$ cat config.mk
export PLATFORM = sky130hd
export DESIGN_NAME = div_ctrl
export DESIGN_NICKNAME = d
export VERILOG_FILES = /design/src/rtl/div_ctrl.sv
export SDC_FILE = /design/constraint.sdc
export NUM_CORES = 1
export LEC_CHECK = 0
export ABC_AREA = 1
export CAP_MARGIN = 20
export CELL_PAD_IN_SITES_DETAIL_PLACEMENT = 1
export CELL_PAD_IN_SITES_GLOBAL_PLACEMENT = 1
export CORE_MARGIN = 2
export CORE_UTILIZATION = 37
export DETAILED_ROUTE_END_ITERATION = 12
export GPL_ROUTABILITY_DRIVEN = 0
export MAX_ROUTING_LAYER = met4
export PLACE_DENSITY_LB_ADDON = 0.3
export SYNTH_ARGS = -nofsm -noshare
export SYNTH_HDL_FRONTEND = slang
export SYNTH_SLANG_ARGS = --single-unit
$ cat constraint.sdc
create_clock -name clk -period 5.2 [get_ports clk]
set_input_delay 0.52 -clock clk [delete_from_list [all_inputs] [get_ports clk]]
set_output_delay 0.52 -clock clk [all_outputs]
set_load 0.02 [all_outputs]
$ cat src/rtl/div_ctrl.sv
// Iterative radix-2 restoring divider with stall/ready sequencing for the E stage.
// Optional macro DIV_EARLY_OUT_EN: finish in one cycle when |a| < |b|.
module div_ctrl #(
  parameter int WIDTH = 32
) (
  input  logic             clk,
  input  logic             rst,
  input  logic             start,
  input  logic             signed_div,
  input  logic [WIDTH-1:0] a,
  input  logic [WIDTH-1:0] b,
  input  logic             annul,
  output logic             div_stall,
  output logic             div_ready,
  output logic [WIDTH-1:0] quotient,
  output logic [WIDTH-1:0] remainder
);
  localparam int CW = (WIDTH > 1) ? $clog2(WIDTH) : 1;

  typedef enum logic [1:0] {IDLE, BUSY, DONE} state_t;
  state_t state, state_nx;

  logic [CW-1:0]    cnt;
  logic [WIDTH-1:0] rem_q, quo_q, dvs;
  logic             neg_q, neg_r, skip;
  logic [WIDTH-1:0] abs_a, abs_b, rem_nx, quo_nx;
  logic [WIDTH:0]   trial;
  logic             accept, zero_div, early, last;

  always_comb begin
    abs_a    = (signed_div & a[WIDTH-1]) ? -a : a;
    abs_b    = (signed_div & b[WIDTH-1]) ? -b : b;
    zero_div = (b == '0);
`ifdef DIV_EARLY_OUT_EN
    early    = ~zero_div & (abs_a < abs_b);
`else
    early    = 1'b0;
`endif
    // skip: the cycle after DONE still carries the consumed instruction
    accept   = (state == IDLE) & start & ~annul & ~skip;
    last     = (cnt == CW'(WIDTH - 1));
    trial    = {rem_q, quo_q[WIDTH-1]} - {1'b0, dvs};
    if (trial[WIDTH]) begin
      rem_nx = {rem_q[WIDTH-2:0], quo_q[WIDTH-1]};
      quo_nx = {quo_q[WIDTH-2:0], 1'b0};
    end else begin
      rem_nx = trial[WIDTH-1:0];
      quo_nx = {quo_q[WIDTH-2:0], 1'b1};
    end
  end

  always_comb begin
    state_nx  = state;
    div_stall = 1'b0;
    div_ready = 1'b0;
    case (state)
      IDLE: begin
        div_stall = accept & ~rst;
        if (accept) state_nx = (zero_div | early) ? DONE : BUSY;
      end
      BUSY: begin
        div_stall = ~annul;
        if (last) state_nx = DONE;
      end
      DONE: begin
        div_ready = ~annul;
        state_nx  = IDLE;
      end
      default: state_nx = IDLE;
    endcase
    if (annul) state_nx = IDLE;
  end

  always_ff @(posedge clk or posedge rst) begin
    if (rst) state <= IDLE;
    else     state <= state_nx;
  end

  always_ff @(posedge clk or posedge rst) begin
    if (rst) begin
      cnt       <= '0;
      rem_q     <= '0;
      quo_q     <= '0;
      dvs       <= '0;
      neg_q     <= 1'b0;
      neg_r     <= 1'b0;
      skip      <= 1'b0;
      quotient  <= '0;
      remainder <= '0;
    end else begin
      skip <= (state == DONE);
      if (accept) begin
        cnt   <= '0;
        rem_q <= '0;
        quo_q <= abs_a;
        dvs   <= abs_b;
        neg_q <= signed_div & (a[WIDTH-1] ^ b[WIDTH-1]);
        neg_r <= signed_div & a[WIDTH-1];
        // short paths return the raw dividend, so no sign fix-up applies
        if (zero_div) begin
          quotient  <= '1;
          remainder <= a;
        end else if (early) begin
          quotient  <= '0;
          remainder <= a;
        end
      end else if (state == BUSY && !annul) begin
        rem_q <= rem_nx;
        quo_q <= quo_nx;
        cnt   <= cnt + 1'b1;
        if (last) begin
          quotient  <= neg_q ? -quo_nx : quo_nx;
          remainder <= neg_r ? -rem_nx : rem_nx;
        end
      end
    end
  end
endmodule

* After elaboration in Yosys (flattened, before gate mapping) *
Index checks and enable logic that the tools add are counted.

storage, ports and cells
  output and inout port bits = 66
  bits of input ports = 69
  register bits after elaboration = 170
  word-level logic and storage cells = 68

cells by class
  $add $sub $neg = 6
  mux-type cells = 27
  equal/unequal tests = 6
  reduce and logical (&&, ||, !) cells = 8
  bitwise operators = 11

operators by type and width
  cell                   count
  $mux W32               17
  $neg A32 Y32           4
  $sub A33 B32 Y33       1
  $logic_not A32 Y1      1
  $mux W5                2
  $mux W2                4
  $and A1 B1 Y1          7
  $ne A3 B3 Y1 const B   2
  $add A5 B1 Y5 const B  1
  $eq A5 B5 Y1 const B   1
  $pmux W2 S2            1
  $reduce_bool A2 Y1     2
  $not A1 Y1             3
  $reduce_and A3 Y1      1
  $eq A2 B1 Y1 const B   1
  $eq A2 B2 Y1 const B   1
  $logic_not A2 Y1       1
  $mux W1                2
  $ne A2 B1 Y1 const B   1
  $pmux W1 S2            1
  $reduce_and A2 Y1      1
  $logic_and A1 B1 Y1    1
  $logic_not A1 Y1       1
  $xor A1 B1 Y1          1

* Depth between registers and ports, before layout *
  depth after elaboration = 7
  mapped depth = 28
  gate-level depth less buffers = 26

* Worst setup path after synthesis *
Ideal clock, no wire load.

  kind = flip-flop to flip-flop
  start point = register quo_q[31]
  end point = register quotient[26]
  library setup time = 0.134 ns
  buffers on the path = 2
  data required time = 5.066 ns
  path slack = 1.210 ns
  cell stages (with the launch flop) = 29
  arrival time = 3.856 ns
  clock period less this slack = 3.990 ns
  cells stage by stage = dfrtp_1 inv_1 ha_1 fa_1 inv_1 nand2_1 nand2_1 nand3_1 nand2_2 nand2_2 nand2_2 nand2_4 nand2_4 nand2_4 nand2_4 buf_12 buf_12 ha_1 nand3_1 nor3_2 nand3_1 nor3_1 nand3_1 nor2_1 nand2_1 o31ai_1 o21ai_0 a21oi_1 o21ai_0

between the ends
  longest elaborated chain between the ends = 7

ends and longest elaborated chain
  element                 RTL line  RTL
  start, declared         24        logic [WIDTH-1:0] rem_q, quo_q, dvs;
  start signal, assigned  95        quo_q <= abs_a;
  start signal, assigned  109       quo_q <= quo_nx;
  $sub A33 B32 Y33        42        trial = {rem_q, quo_q[WIDTH-1]} - {1'b0, dvs};
  $mux W1                 43        if (trial[WIDTH]) begin
  $neg A32 Y32            112       quotient <= neg_q ? -quo_nx : quo_nx;
  $mux W32                112
  $mux W32                111       if (last) begin
  $mux W32                107       end else if (state == BUSY && !annul) begin
  $mux W32                92        if (accept) begin
  end signal, assigned    112
  end, declared           15        output logic [WIDTH-1:0] quotient,

No other way between the ends. The select of a mux whose other input is x is not followed.
A chain may end at the register's enable or synchronous reset.

* Worst setup path after layout *
Same ends and word-level chain as after synthesis.

==> metrics.log <==
[metrics] number of enable flip-flop cells after synthesis: 0
[metrics] Synth warnings: 0
[metrics] DRC violation total after the first TritonRoute iteration: 886
[metrics] flip-flop cell with the highest count after synthesis: sky130_fd_sc_hd__dfrtp_1
[metrics] Die Y: roughly 200 um
[metrics] via count of the first global-routing pass: roughly 15,000
[metrics] global route overflow: 0
[metrics] DP Wirelength: 40,340 um
[metrics] Rows: 70
[metrics] Highest Clock Rate: about 210 MHz
[metrics] wire length of the first global-routing pass: 82,300 um
[metrics] Setup WS post-layout: 517.1 ps
[metrics] drt total wl: roughly 52,000 um
[metrics] detailed-route vias per instance: roughly 5.4
[metrics] power density normalized to cell area: 780.9 mW/mm^2
[metrics] number of primary I/O pins: 135
[metrics] count of endpoints failing setup in the final report: 0
[metrics] fraction of the core area covered by cells at the end of the flow: 43.98%
[metrics] final setup TNS: 0 ps
[metrics] Syn Area/Cell: roughly 6.3 um^2
[metrics] startpoint kind of the worst setup timing path: flip-flop
[metrics] maximum number of pins on one net before global-route repair: 92
[metrics] cell type of the slowest stage on the worst timing path: sky130_fd_sc_hd__fa_1
[metrics] arrival time reported for the critical path endpoint: between 4000 and 5000 ps
[metrics] leading cell types in the layout, fill and taps excluded: sky130_fd_sc_hd__nand2_1, sky130_fd_sc_hd__inv_1, sky130_fd_sc_hd__nor2_1
[metrics] first-pass iteration count of the detailed router: 5
[metrics] area growth from synthesis to layout: 17.57%
[metrics] worst-case clock skew: around 17 ps
[metrics] clock-pin slew on the worst setup and hold paths: approximately 80 ps
[metrics] part of the Yosys area used for sequential elements: 31.22%
[metrics] worst slew margin relative to its limit: 37.43%
[metrics] Starting Density: between 30% and 40%
[metrics] Max Cap Viol: 0
[metrics] global-route usage over all layers: 28.14%
[metrics] class of the tightest hold or removal check: reg2reg
[metrics] number of nets in the finished design: 2,372
[metrics] fraction of registers with async set or reset after synthesis: 100.0%
[metrics] Worst Path Max Fanout: 16
[metrics] kind of capture point of the worst setup path: flip-flop
[metrics] result of the run: complete, no violations
[metrics] post-synthesis instance area: 0.01363 mm^2
[metrics] category of the most critical setup path: reg2reg
[metrics] clock tree buffer depth: 2
[metrics] number of buffer and inverter instances along the worst setup path: 2
[metrics] via count: 14,920
[metrics] max-slew violation count: 0
[metrics] crit share post-route: between 90% and 100%
[metrics] Static Leakage: approximately 8 nW
[metrics] DRC errors left: 0
[metrics] area used by sequential logic in the layout: 0.004254 mm^2
[metrics] Worst Path Required: 5510 ps
[metrics] clock tree from TritonCTS: done
[metrics] worst hold slack: ~480 ps
[metrics] cell area after layout: 0.01602 mm^2
[metrics] number of endpoints with negative hold slack in the final report: 0
[metrics] Post-Syn Instances: 2,165
[metrics] number of unique standard cell types used by synthesis: 55
[metrics] Critical Path Max Stage Delay: roughly 410 ps
[metrics] total of fill cells in the finished design: 4,926
[metrics] antenna violations before repair: 1
[metrics] Floorplan Core Area: 0.03643 mm^2
[metrics] overall die area: 0.03838 mm^2
[metrics] most common cell after layout, fill and taps aside: sky130_fd_sc_hd__nand2_1
[metrics] # hold bufs at CTS: 0
[metrics] crit path time final: 4683 ps
[metrics] crit-path leading delay family: simple AND/OR/NAND/NOR gates
[metrics] placed inst area: 0.01539 mm^2
[metrics] Die X: 195.9 um
[metrics] flip-flop and latch count after synthesis: 170
[metrics] post-CTS setup-driven buffer insertion count: 0
[metrics] RSZ-0062 raised after global routing: false
[metrics] buffers added on ports: 134
[metrics] Worst-Skew Late Latency: around 460 ps
[metrics] cell at the root of the clock tree: sky130_fd_sc_hd__clkbuf_16
[metrics] clock buffers created by TritonCTS: 17
[metrics] number of sinks driven by the clock tree: 170
[metrics] fraction of layout instances using a drive strength above 1: 5.270%
[metrics] Setup Slack @ Placement: 422.4 ps
[metrics] maximum resistive drop on vdd: 436.5 uV
[metrics] multi-input gate area in the final layout: between 0.007 and 0.008 mm^2
[metrics] slew of the pin with the lowest slew margin: 938.6 ps
[metrics] wire length per cell: 18.97 um
[metrics] level count of the clock H-tree: 4
[metrics] antenna viol nets, final: 0
[metrics] net count of the mapped netlist: 2,273
[sequential cells by signal (all words and copies together) (netlist names)]
register	count
neg_q	1
neg_r	1
cnt	5
quotient	32
skip	1
state	2
rem_q	32
quo_q	32
remainder	32
dvs	32
[synth_stat cells (3+ instances only)]
cell | count | area, um^2
sky130_fd_sc_hd__a21oi_1 | 91 | 455.4
sky130_fd_sc_hd__a22oi_1 | 3 | 22.52
sky130_fd_sc_hd__a31oi_1 | 17 | 106.4
sky130_fd_sc_hd__a41oi_1 | 7 | 61.31
sky130_fd_sc_hd__and2_1 | 5 | 31.28
sky130_fd_sc_hd__and3_1 | 3 | 18.77
sky130_fd_sc_hd__buf_1 | 5 | 18.77
sky130_fd_sc_hd__buf_2 | 5 | 25.02
sky130_fd_sc_hd__buf_4 | 3 | 22.52
sky130_fd_sc_hd__buf_6 | 5 | 56.30
sky130_fd_sc_hd__clkbuf_1 | 53 | 198.9
sky130_fd_sc_hd__dfrtp_1 | 170 | 4254
sky130_fd_sc_hd__ha_1 | 38 | 475.5
sky130_fd_sc_hd__inv_1 | 325 | 1220
sky130_fd_sc_hd__nand2_1 | 645 | 2421
sky130_fd_sc_hd__nand2_2 | 23 | 143.9
sky130_fd_sc_hd__nand2_4 | 7 | 78.83
sky130_fd_sc_hd__nand3_1 | 162 | 810.8
sky130_fd_sc_hd__nand3_2 | 3 | 30.03
sky130_fd_sc_hd__nand3b_1 | 14 | 105.1
sky130_fd_sc_hd__nand4_1 | 21 | 131.4
sky130_fd_sc_hd__nor2_1 | 251 | 942.2
sky130_fd_sc_hd__nor2_2 | 9 | 56.30
sky130_fd_sc_hd__nor3_1 | 21 | 105.1
sky130_fd_sc_hd__nor3_2 | 6 | 60.06
sky130_fd_sc_hd__nor4_1 | 4 | 25.02
sky130_fd_sc_hd__o211ai_1 | 10 | 75.07
sky130_fd_sc_hd__o21ai_0 | 118 | 590.6
sky130_fd_sc_hd__o21ai_1 | 8 | 40.04
sky130_fd_sc_hd__o221ai_1 | 4 | 35.03
sky130_fd_sc_hd__o22ai_1 | 51 | 319.1
sky130_fd_sc_hd__o31ai_1 | 4 | 30.03
sky130_fd_sc_hd__or2_2 | 8 | 50.05
sky130_fd_sc_hd__xnor2_1 | 10 | 87.58
sky130_fd_sc_hd__xor2_1 | 27 | 236.5
[routing by layer]
metal	part of all wire [%]	vias up	global-route usage [%]
met5	0	-	-
met4	2.3	0	8.081
met3	5.1	70	4.246
met2	47	352	45.49
met1	46	7371	36.66
li1	-	7125	-
[worst paths after layout]
check	slack (ps)	end	cells past startpoint	from
setup / recovery	520	quotient[26]	26	quo_q[31]
hold reg to reg	480	quotient[27]	2	quotient[27]
setup reg to reg	520	quotient[26]	26	quo_q[31]
max in group asynchronous	3450	rem_q[12]	3	rst
min in group asynchronous	600	dvs[5]	2	rst
hold / removal	480	quotient[27]	2	quotient[27]
[power by group]
group          total [W]  leakage (nW)  switching [W]  internal, W
Clock            0.00140         0.302       0.000625     0.000771
Sequential       0.00231          2.12       0.000461      0.00185
Combinational    0.00880          5.77        0.00598      0.00282
[cell families (layout without fill, tap and decap cells)]
group	count (synthesis)	after routing	synth area share, %
buf+inv	401	513	11.69
other cells	0	1	0
simple gates	1188	1188	37.22
flops	170	170	31.22
compound gates	330	330	13.86
fa+ha+maj	39	39	3.636
xor+xnor	37	37	2.378
[final cells by class]
class / count / share of cell area, %
multi-input cells: 1594 / 48.81
flip-flops and latches: 170 / 26.55
repair buffers: 153 / 9.417
inverters: 328 / 7.731
well taps: 468 / 3.655
clock buffers: 18 / 2.678
clock inverters: 14 / 1.148
diodes: 1 / 0.01562
[worst reg2reg max path, delay by kind of cell (launching register included)]
kind	cells	cell delay [ps]
compound gates	4	720
fa+ha+maj	3	830
buf+inv	2	180
flops	1	350
simple gates	17	2480
[per-stage QoR]
stage                     cells  total power [W]
after detailed placement   2713          0.01099
final                      2746          0.01251
after global placement     2713          0.01070
after floorplan            2165         0.008350
after global routing       2746          0.01364
after CTS                  2745          0.01246
[repair_timing]
item	in CTS	in global routing
resized for setup	0	3
setup endpoints to repair	0	3
endpoints found under the hold margin	0	0
(Power assumes the default switching activity.)
